**src/rtl/rv_trace_buffer_if.sv**
```systemverilog
// rv_trace_buffer_if: capture/readout bundle between the rv_mc core side and the trace buffer.
// Optional feature macro: TRACE_PC_FILTER_EN adds the filt_lo/filt_hi pc window inputs.
interface rv_trace_buffer_if #(
  parameter int unsigned XLEN  = 32,
  parameter int unsigned DEPTH = 16,
  parameter int unsigned TS_W  = 32
);
  localparam int unsigned CW = $clog2(DEPTH) + 1;

  // capture side
  logic            clear;
  logic            cap_en;
  logic            we_pc;
  logic            we_rf;
  logic            we_mem;
  logic [XLEN-1:0] pc;
  logic [31:0]     instruction;
  logic [XLEN-1:0] rf_wdata;
`ifdef TRACE_PC_FILTER_EN
  logic [XLEN-1:0] filt_lo;
  logic [XLEN-1:0] filt_hi;
`endif

  // readout side
  logic            rd_ready;
  logic            rd_valid;
  logic [TS_W-1:0] rd_ts;
  logic [XLEN-1:0] rd_pc;
  logic [31:0]     rd_insn;
  logic [3:0]      rd_flags;
  logic [XLEN-1:0] rd_data;
  logic [CW-1:0]   count;
  logic [15:0]     dropped;
  logic [1:0]      state;

  modport master (
    output clear, cap_en, we_pc, we_rf, we_mem, pc, instruction, rf_wdata, rd_ready,
`ifdef TRACE_PC_FILTER_EN
    output filt_lo, filt_hi,
`endif
    input  rd_valid, rd_ts, rd_pc, rd_insn, rd_flags, rd_data, count, dropped, state
  );

  modport slave (
    input  clear, cap_en, we_pc, we_rf, we_mem, pc, instruction, rf_wdata, rd_ready,
`ifdef TRACE_PC_FILTER_EN
    input  filt_lo, filt_hi,
`endif
    output rd_valid, rd_ts, rd_pc, rd_insn, rd_flags, rd_data, count, dropped, state
  );
endinterface

```
**src/rtl/rv_trace_buffer.sv**
```systemverilog
// rv_trace_buffer: retirement-trace capture ring with timestamp, trigger/post-capture and freeze.
// Optional feature macro: TRACE_PC_FILTER_EN restricts capture to filt_lo <= pc <= filt_hi.
module rv_trace_buffer #(
  parameter int unsigned XLEN      = 32,
  parameter int unsigned DEPTH     = 16,
  parameter int unsigned TS_W      = 32,
  parameter logic [31:0] TRIG_INSN = 32'h00002083,
  parameter int unsigned POST_CNT  = 4,
  parameter int unsigned WRAP_MODE = 1
) (
  input logic              clk,
  input logic              rst,
  rv_trace_buffer_if.slave bus
);
  localparam int unsigned AW = $clog2(DEPTH);
  localparam int unsigned CW = AW + 1;
  localparam int unsigned PW = $clog2(DEPTH + 1);

  typedef enum logic [1:0] {
    ST_RUN    = 2'b00,
    ST_POST   = 2'b01,
    ST_FROZEN = 2'b10
  } state_t;

  typedef struct packed {
    logic [TS_W-1:0] ts;
    logic [XLEN-1:0] pc;
    logic [31:0]     insn;
    logic [3:0]      flags;
    logic [XLEN-1:0] data;
  } entry_t;

  entry_t          mem [DEPTH];
  entry_t          head_c;
  logic [AW-1:0]   wp_q, rp_q;
  logic [CW-1:0]   count_q;
  logic [15:0]     dropped_q;
  logic [TS_W-1:0] ts_q;
  state_t          state_q, state_d;
  logic [PW-1:0]   post_q, post_d;

  logic trig_c, in_range_c, ev_c, full_c, rd_valid_c, pop_c, push_c, drop_c, adv_rp_c;

  // Event qualification and push/pop/drop decisions
  always_comb begin
    trig_c = (bus.instruction == TRIG_INSN);
`ifdef TRACE_PC_FILTER_EN
    in_range_c = (bus.pc >= bus.filt_lo) && (bus.pc <= bus.filt_hi);
`else
    in_range_c = 1'b1;
`endif
    ev_c       = bus.cap_en & (bus.we_pc | bus.we_rf | bus.we_mem | trig_c) & in_range_c
                 & (state_q != ST_FROZEN) & ~bus.clear;
    full_c     = (count_q == CW'(DEPTH));
    rd_valid_c = (count_q != '0);
    pop_c      = rd_valid_c & bus.rd_ready;
    // a full buffer without a pop either overwrites the oldest entry or sheds the new one
    push_c     = ev_c & (~full_c | pop_c | (WRAP_MODE != 0));
    drop_c     = ev_c & full_c & ~pop_c;
    adv_rp_c   = pop_c | (drop_c & (WRAP_MODE != 0));
  end

  // Trigger FSM next-state: advances only on events that actually land in storage
  always_comb begin
    state_d = state_q;
    post_d  = post_q;
    case (state_q)
      ST_RUN: begin
        if (push_c && trig_c) begin
          state_d = (POST_CNT == 0) ? ST_FROZEN : ST_POST;
          post_d  = PW'(POST_CNT);
        end
      end
      ST_POST: begin
        if (push_c) begin
          if (post_q <= PW'(1)) begin
            state_d = ST_FROZEN;
            post_d  = '0;
          end else begin
            post_d = post_q - PW'(1);
          end
        end
      end
      ST_FROZEN: ;
      default: state_d = ST_RUN;
    endcase
    if (bus.clear) begin
      state_d = ST_RUN;
      post_d  = '0;
    end
  end

  // FSM state register
  always_ff @(posedge clk or posedge rst) begin
    if (rst) begin
      state_q <= ST_RUN;
      post_q  <= '0;
    end else begin
      state_q <= state_d;
      post_q  <= post_d;
    end
  end

  // Pointers, occupancy, drop counter and free-running timestamp
  always_ff @(posedge clk or posedge rst) begin
    if (rst) begin
      wp_q      <= '0;
      rp_q      <= '0;
      count_q   <= '0;
      dropped_q <= '0;
      ts_q      <= '0;
    end else begin
      ts_q <= ts_q + TS_W'(1);
      if (bus.clear) begin
        wp_q      <= '0;
        rp_q      <= '0;
        count_q   <= '0;
        dropped_q <= '0;
      end else begin
        if (push_c)   wp_q <= wp_q + AW'(1);
        if (adv_rp_c) rp_q <= rp_q + AW'(1);
        if (push_c && !adv_rp_c)       count_q <= count_q + CW'(1);
        else if (!push_c && pop_c)     count_q <= count_q - CW'(1);
        if (drop_c && dropped_q != 16'hFFFF) dropped_q <= dropped_q + 16'd1;
      end
    end
  end

  // Entry storage; contents need no reset since occupancy gates visibility
  always_ff @(posedge clk) begin
    if (push_c) begin
      mem[wp_q] <= '{ts:    ts_q,
                     pc:    bus.pc,
                     insn:  bus.instruction,
                     flags: {trig_c, bus.we_mem, bus.we_rf, bus.we_pc},
                     data:  bus.rf_wdata};
    end
  end

  // Head entry is presented straight from storage, zeroed while empty
  always_comb begin
    head_c = rd_valid_c ? mem[rp_q] : '0;
  end

  assign bus.rd_valid = rd_valid_c;
  assign bus.rd_ts    = head_c.ts;
  assign bus.rd_pc    = head_c.pc;
  assign bus.rd_insn  = head_c.insn;
  assign bus.rd_flags = head_c.flags;
  assign bus.rd_data  = head_c.data;
  assign bus.count    = count_q;
  assign bus.dropped  = dropped_q;
  assign bus.state    = 2'(state_q);
endmodule
```
**src/flat_wrapper.sv**
```systemverilog
// flat-port wrapper written by rule: the top's interface ports become plain ports
module rv_trace_buffer_flat 
#(
  parameter int unsigned XLEN      = 32,
  parameter int unsigned DEPTH     = 16,
  parameter int unsigned TS_W      = 32,
  parameter logic [31:0] TRIG_INSN = 32'h00002083,
  parameter int unsigned POST_CNT  = 4,
  parameter int unsigned WRAP_MODE = 1
)
  (clk, rst, bus_clear, bus_cap_en, bus_we_pc, bus_we_rf, bus_we_mem, bus_pc, bus_instruction, bus_rf_wdata, bus_rd_ready, bus_rd_valid, bus_rd_ts, bus_rd_pc, bus_rd_insn, bus_rd_flags, bus_rd_data, bus_count, bus_dropped, bus_state);
  rv_trace_buffer_if #(.XLEN(XLEN), .DEPTH(DEPTH), .TS_W(TS_W)) bus_i ();
  input logic clk;
  input logic rst;
  input wire logic [$bits(bus_i.clear)-1:0] bus_clear;
  input wire logic [$bits(bus_i.cap_en)-1:0] bus_cap_en;
  input wire logic [$bits(bus_i.we_pc)-1:0] bus_we_pc;
  input wire logic [$bits(bus_i.we_rf)-1:0] bus_we_rf;
  input wire logic [$bits(bus_i.we_mem)-1:0] bus_we_mem;
  input wire logic [$bits(bus_i.pc)-1:0] bus_pc;
  input wire logic [$bits(bus_i.instruction)-1:0] bus_instruction;
  input wire logic [$bits(bus_i.rf_wdata)-1:0] bus_rf_wdata;
  input wire logic [$bits(bus_i.rd_ready)-1:0] bus_rd_ready;
  output wire logic [$bits(bus_i.rd_valid)-1:0] bus_rd_valid;
  output wire logic [$bits(bus_i.rd_ts)-1:0] bus_rd_ts;
  output wire logic [$bits(bus_i.rd_pc)-1:0] bus_rd_pc;
  output wire logic [$bits(bus_i.rd_insn)-1:0] bus_rd_insn;
  output wire logic [$bits(bus_i.rd_flags)-1:0] bus_rd_flags;
  output wire logic [$bits(bus_i.rd_data)-1:0] bus_rd_data;
  output wire logic [$bits(bus_i.count)-1:0] bus_count;
  output wire logic [$bits(bus_i.dropped)-1:0] bus_dropped;
  output wire logic [$bits(bus_i.state)-1:0] bus_state;
  assign bus_i.clear = bus_clear;
  assign bus_i.cap_en = bus_cap_en;
  assign bus_i.we_pc = bus_we_pc;
  assign bus_i.we_rf = bus_we_rf;
  assign bus_i.we_mem = bus_we_mem;
  assign bus_i.pc = bus_pc;
  assign bus_i.instruction = bus_instruction;
  assign bus_i.rf_wdata = bus_rf_wdata;
  assign bus_i.rd_ready = bus_rd_ready;
  assign bus_rd_valid = bus_i.rd_valid;
  assign bus_rd_ts = bus_i.rd_ts;
  assign bus_rd_pc = bus_i.rd_pc;
  assign bus_rd_insn = bus_i.rd_insn;
  assign bus_rd_flags = bus_i.rd_flags;
  assign bus_rd_data = bus_i.rd_data;
  assign bus_count = bus_i.count;
  assign bus_dropped = bus_i.dropped;
  assign bus_state = bus_i.state;
  rv_trace_buffer #(.XLEN(XLEN), .DEPTH(DEPTH), .TS_W(TS_W), .TRIG_INSN(TRIG_INSN), .POST_CNT(POST_CNT), .WRAP_MODE(WRAP_MODE)) u_core (.clk(clk), .rst(rst), .bus(bus_i));
endmodule
```
**config.mk**
```make
export PLATFORM = sky130hd
export DESIGN_NAME = rv_trace_buffer_flat
export DESIGN_NICKNAME = d
export VERILOG_FILES = /design/src/rtl/rv_trace_buffer_if.sv /design/src/rtl/rv_trace_buffer.sv /design/src/flat_wrapper.sv
export SDC_FILE = /design/constraint.sdc
export NUM_CORES = 2
export LEC_CHECK = 0
export ABC_CLOCK_PERIOD_IN_PS = 12550
export BUFFER_PORTS_ARGS = -buffer_cell sky130_fd_sc_hd__buf_2
export CORE_ASPECT_RATIO = 0.5
export CORE_UTILIZATION = 47
export CTS_CLUSTER_SIZE = 28
export DETAILED_ROUTE_END_ITERATION = 10
export PLACE_DENSITY = 0.74
export RECOVER_POWER = 50
export SYNTH_ARGS = -nofsm -noshare
export SYNTH_HDL_FRONTEND = slang
export SYNTH_SLANG_ARGS = --single-unit
```
**constraint.sdc**
```tcl
create_clock -name clk -period 12.55 [get_ports clk]
set_clock_uncertainty 0.05 [all_clocks]
set_input_delay 2.51 -clock clk [delete_from_list [all_inputs] [get_ports clk]]
set_output_delay 2.51 -clock clk [all_outputs]
set_load 0.03 [all_outputs]
```
Word-level counts from Yosys, hierarchy flattened
Memories as Yosys holds them, arrays and structs flattened.
Cells that the tools add are included.
{"block": "totals", "regBits": 68, "latchBits": 0, "mem_bits_rw": 2112, "romBits": 0, "inputBits": 104, "out_inout_bits": 156, "memories": 1}
{"memory": "u_core.mem", "depth": 16, "width": 132, "read_ports": 1, "rd_clocked_by_memory_dff": 0, "write_ports": 1, "line_no": "rv_trace_buffer.sv:33", "source": "entry_t mem [DEPTH];"}
{"block": "op_classes", "add_sub_neg": 7, "n_mul": 0, "div": 0, "n_lt_le_gt_ge": 1, "n_eq_ne": 10, "shift": 0, "n_mux": 22, "bitwise": 12, "n_reduce_logical": 15}
{"op": "$mux 132", "count": 1}
{"op": "$mux 5", "count": 7}
{"op": "$add 32x1->32 const B", "count": 1}
{"op": "$eq 32x14->1 const B", "count": 1}
{"op": "$mux 16", "count": 2}
{"op": "$add 16x1->16 const B", "count": 1}
{"op": "$mux 4", "count": 4}
{"op": "$ne 16x16->1 const B", "count": 1}
{"op": "$pmux 5 s2", "count": 1}
{"op": "$sub 5x1->5 const B", "count": 2}
{"op": "$ne 3x2->1 const B", "count": 3}
{"op": "$add 4x1->4 const B", "count": 2}
{"op": "$mux 2", "count": 4}
{"op": "$and 1x1->1", "count": 6}
{"op": "$pmux 2 s3", "count": 1}
{"op": "$reduce_bool 2->1", "count": 3}
{"op": "$reduce_bool 3->1", "count": 2}
{"op": "$add 5x1->5 const B", "count": 1}
{"op": "$eq 5x5->1 const B", "count": 1}
{"op": "$le 5x1->1 const B", "count": 1}
{"op": "$reduce_bool 5->1", "count": 1}
{"op": "$logic_and 1x1->1", "count": 4}
{"op": "$ne 2x2->1 const B", "count": 2}
{"op": "$or 1x1->1", "count": 4}
{"op": "8 further kinds", "count": 11}

Longest topological paths before layout
{"block": "logic_depth", "word_depth": 13, "mapped_depth": 11}

Least setup slack after synthesis
Ideal clock, no wire load.
{"block": "synth_timing", "kind": "input to register", "from": "input bus_instruction[3]", "to": "memory u_core.mem[4][0] (netlist bit), enable pin", "setup_time_ps": 785, "t_arrival_ps": 12780, "required_time_ps": 11715, "setup_slack_ps": -1064, "stages": 6, "cell_sequence": "nor4bb_1 > and4_1 > a21o_1 > clkbuf_1 > nand2_1 > nor3_1"}
{"block": "synth_between", "elab_chain_cells": 7}
{"item": "from (decl)", "line_no": "flat_wrapper.sv:21", "source": "input wire logic [$bits(bus_i.instruction)-1:0] bus_instruction;"}
{"item": "$eq 32x14->1", "line_no": "rv_trace_buffer.sv:46", "source": "trig_c = (bus.instruction == TRIG_INSN);"}
{"item": "$or 1x1->1", "line_no": "rv_trace_buffer.sv:52", "source": "ev_c = bus.cap_en & (bus.we_pc | bus.we_rf | bus.we_mem | trig_c) & in_range_c"}
{"item": "$and 1x1->1", "line_no": "rv_trace_buffer.sv:52"}
{"item": "$and 1x1->1 (2 in a row)", "line_no": "rv_trace_buffer.sv:53", "source": "& (state_q != ST_FROZEN) & ~bus.clear;"}
{"item": "$mux 1", "line_no": "rv_trace_buffer.sv:131", "source": "if (push_c) begin"}
{"item": "$mux 1 (not written as such)", "line_no": "rv_trace_buffer.sv:132", "source": "mem[wp_q] <= '{ts: ts_q,"}
{"item": "to (decl)", "line_no": "rv_trace_buffer.sv:33"}
Every way passes these cells.

Final worst setup path
{"block": "layout_timing", "from": "register u_core.rp_q[0]", "to": "output bus_rd_ts[30]"}
{"block": "layout_between", "elab_chain_cells": 2}
{"item": "from (decl)", "line_no": "rv_trace_buffer.sv:35", "source": "logic [AW-1:0] wp_q, rp_q;"}
{"item": "from (signal assigned)", "line_no": "rv_trace_buffer.sv:121", "source": "if (adv_rp_c) rp_q <= rp_q + AW'(1);"}
{"item": "$mem_v2 16x132"}
{"item": "$mux 132", "line_no": "rv_trace_buffer.sv:142", "source": "head_c = rd_valid_c ? mem[rp_q] : '0;"}
{"item": "to (decl)", "line_no": "flat_wrapper.sv:25", "source": "output wire logic [$bits(bus_i.rd_ts)-1:0] bus_rd_ts;"}
Every way passes these cells.

==> flow_summary.toml <==
[cts]
tritoncts = "done"
cts_setup_buffers = 0
cts_hold_repair.buffers = 0
htreeDepth = 4
clkTransAtPathRegs_ns = 0.07
cts_sinks = 2180
clock_path_buffers = 3
cts_resized = 0
clk_latency_ns = 0.82
cts_root_buffer = "clkbuf_16"
numCtsBuffers = 188

[hold_path]
hold_path_class = "reg2reg"

[power_and_ir_drop]
swShare_pct = 28.0
seqPwrFrac_pct = 45.7
leakagePower_nw = 29.4
ir_worst_vdd_uv = 172
power.density_nw_per_um2 = 190
combPwrFrac_pct = 23.2
p_sw_mw = 4.97
cellInternalPower_mw = 12.8
clockPowerShare_pct = 31.1

[timing]
worst_pin_slew_ns = 4.52
rsz0062_at_grt = "no"
period_needed_ns = 7.75
hold_viol = 0
hold_ws_ns = 0.487
slew_viol_final = 69
slew_headroom_pct = -201
max_freq_mhz = 129
setup_viol = 0
period_share_pct = 61.7

[grt]
track_usage_pct = 20.5
grt_pass1_wl_um = 268000
antenna_found_initial = 19
grt_max_degree = 149
grt_pass1_vias = 39600
overflow = 0

[die]
io-pin-count = 260
start_util_pct = 47.7
num_rows = 108
die_x_um = 598
die_area_um2 = 179000
core_um2 = 175000
dieHeight_um = 300

[cells_and_area]
flow.area_growth_from_synthesis_pct = 11.9
drive_gt1_share_pct = 29.2
fin_cells = 6332
mostFrequentLayoutCell = "edfxtp_1"
postLayoutCoreUtil_pct = 53.4
design_area_um2 = 93400
final_cell_mix = "edfxtp_1 (2112), mux4_2 (660), clkbuf_16 (189)"
layout.nets = 3925

[synthesis]
syn_nets = 3572
synthArstFlopShare_pct = 3.12
yosysSeqAreaShare_pct = 78.0
synthCells = 3454
netlist-cell-type-count = 50
syn_area_um2 = 83500
ys_dominant_reg_cell = "edfxtp_1"
synth_seq_cells = 2180
syn_avg_cell_area_um2 = 24.2
synth-edff-count = 2112
ys.warnings.count = 0

[setup_path]
crit_type = "reg2out"
critPathMaxFanout = 52
crit_chain = "buf_4 > buf_4 > mux4_2 > mux4_2 > and2_1 > buf_2"
slowest_stage = "dfrtp_4"
worst-path-buf-inv = 3
critPathArrivalTime_ns = 5.19
crit_path_max_incr_delay_ns = 0.93
startpoint_type = "flop"
critical_path.top_delay_family = "buffers and inverters"
endpoint_kind = "primary output"
worstPathRequired_ns = 9.99

[run]
cap_violations = 1

[placed_design]
dp_hpwl_um = 93000
port_buffers = 259
dpl-instance-area_um2 = 87800
globalplace.congestion = 0.768
placed_cells = 5982

[route]
dr.pass1.iters = 6
wl_per_cell_um = 29.1
drt-total-wl_um = 184000
final_antenna_net_count = 0
vias = 38400
drc = 0
drt_iter0_markers = 4550
via_per_inst = 6.06

[outcome]
status = "complete, but fails checks"
violations = "capacitance limit, slew limit"
## layout make-up
class	count	area (µm²)
clock buffer	241	4970
antenna	7	17.5
fill	12800	81500
clock inverter	102	787
tap	2365	2960
inverter	11	42.5
timing repair buffer	337	1770
sequential	2180	65100
multi-input combinational	1089	17700
## stage by stage
step                      total power [mW]  setup WS, ns  TNS (ns)
after floorplan                       11.3         -1.06  -1124.04
after global placement                12.4          5.10         0
after detailed placement              12.4          5.09         0
after CTS                             17.9          4.53         0
after global routing                  18.3          4.39         0
final                                 17.7          4.80         0
## state kept, by name, summed over array words and instances, names as in the netlist
| signal | cells |
|---|---|
| u_core.mem | 2112 |
| u_core.ts_q | 32 |
| u_core.bus.dropped | 16 |
| u_core.bus.count | 5 |
| u_core.post_q | 5 |
| u_core.rp_q | 4 |
| u_core.wp_q | 4 |
| u_core.bus.state | 2 |
## synth_stat cells, types with 19 or more instances
cell type | instances | area [µm²]
nor2_1 | 40 | 150
edfxtp_1 | 2112 | 63400
mux4_2 | 660 | 14900
buf_1 | 19 | 71.3
xnor2_1 | 24 | 210
dfrtp_1 | 68 | 1700
buf_2 | 52 | 260
clkbuf_1 | 102 | 383
nand2_1 | 41 | 154
nand3_1 | 28 | 140
and2_1 | 136 | 851
## metal layers
layer / wire, µm / GRT usage [%] / vias up
li1: - / - / 15500
met3: 13900 / 3.08 / 265
met4: 4610 / 6.36 / 2
met1: 71000 / 27.7 / 20800
met2: 94900 / 34.9 / 1840
met5: 13 / 0 / -
## path summary, 6_finish.rpt
check / from / end / slack (ns) / cells past startpoint
max reg2reg: u_core.bus.state[0] / u_core.mem[9][45] / 8.32 / 8
max in group asynchronous: rst / u_core.rp_q[1] / 5.81 / 3
min in group asynchronous: rst / u_core.ts_q[3] / 3.39 / 3
max: u_core.rp_q[0] / bus_rd_ts[30] / 4.80 / 6
min reg2reg: u_core.bus.state[1] / u_core.bus.state[0] / 0.49 / 1
min: u_core.bus.state[1] / u_core.bus.state[0] / 0.49 / 1
## logic make-up (layout without fill, tap and decap cells)
group	after synthesis	after routing	share of synthesized area, %
AOI/OAI and AO/OA	46	46	0.367
xor gates and xnor gates	42	42	0.441
adders and majority gates	14	14	0.219
buffers and inverters	185	691	0.911
DFF	2180	2180	78.0
muxes	667	667	17.9
other	0	7	0
and+or+nand+nor	320	320	2.15
## power by group through the flow
stage	combinational (mW)	sequential [mW]	clock (mW)
finish	4.11	8.09	5.52
global route	4.35	8.10	5.86
CTS	4.21	8.09	5.59
detailed placement	4.18	8.25	0
global placement	4.13	8.24	0
floorplan	3.07	8.21	0
Power figures use the tool's default switching activity.
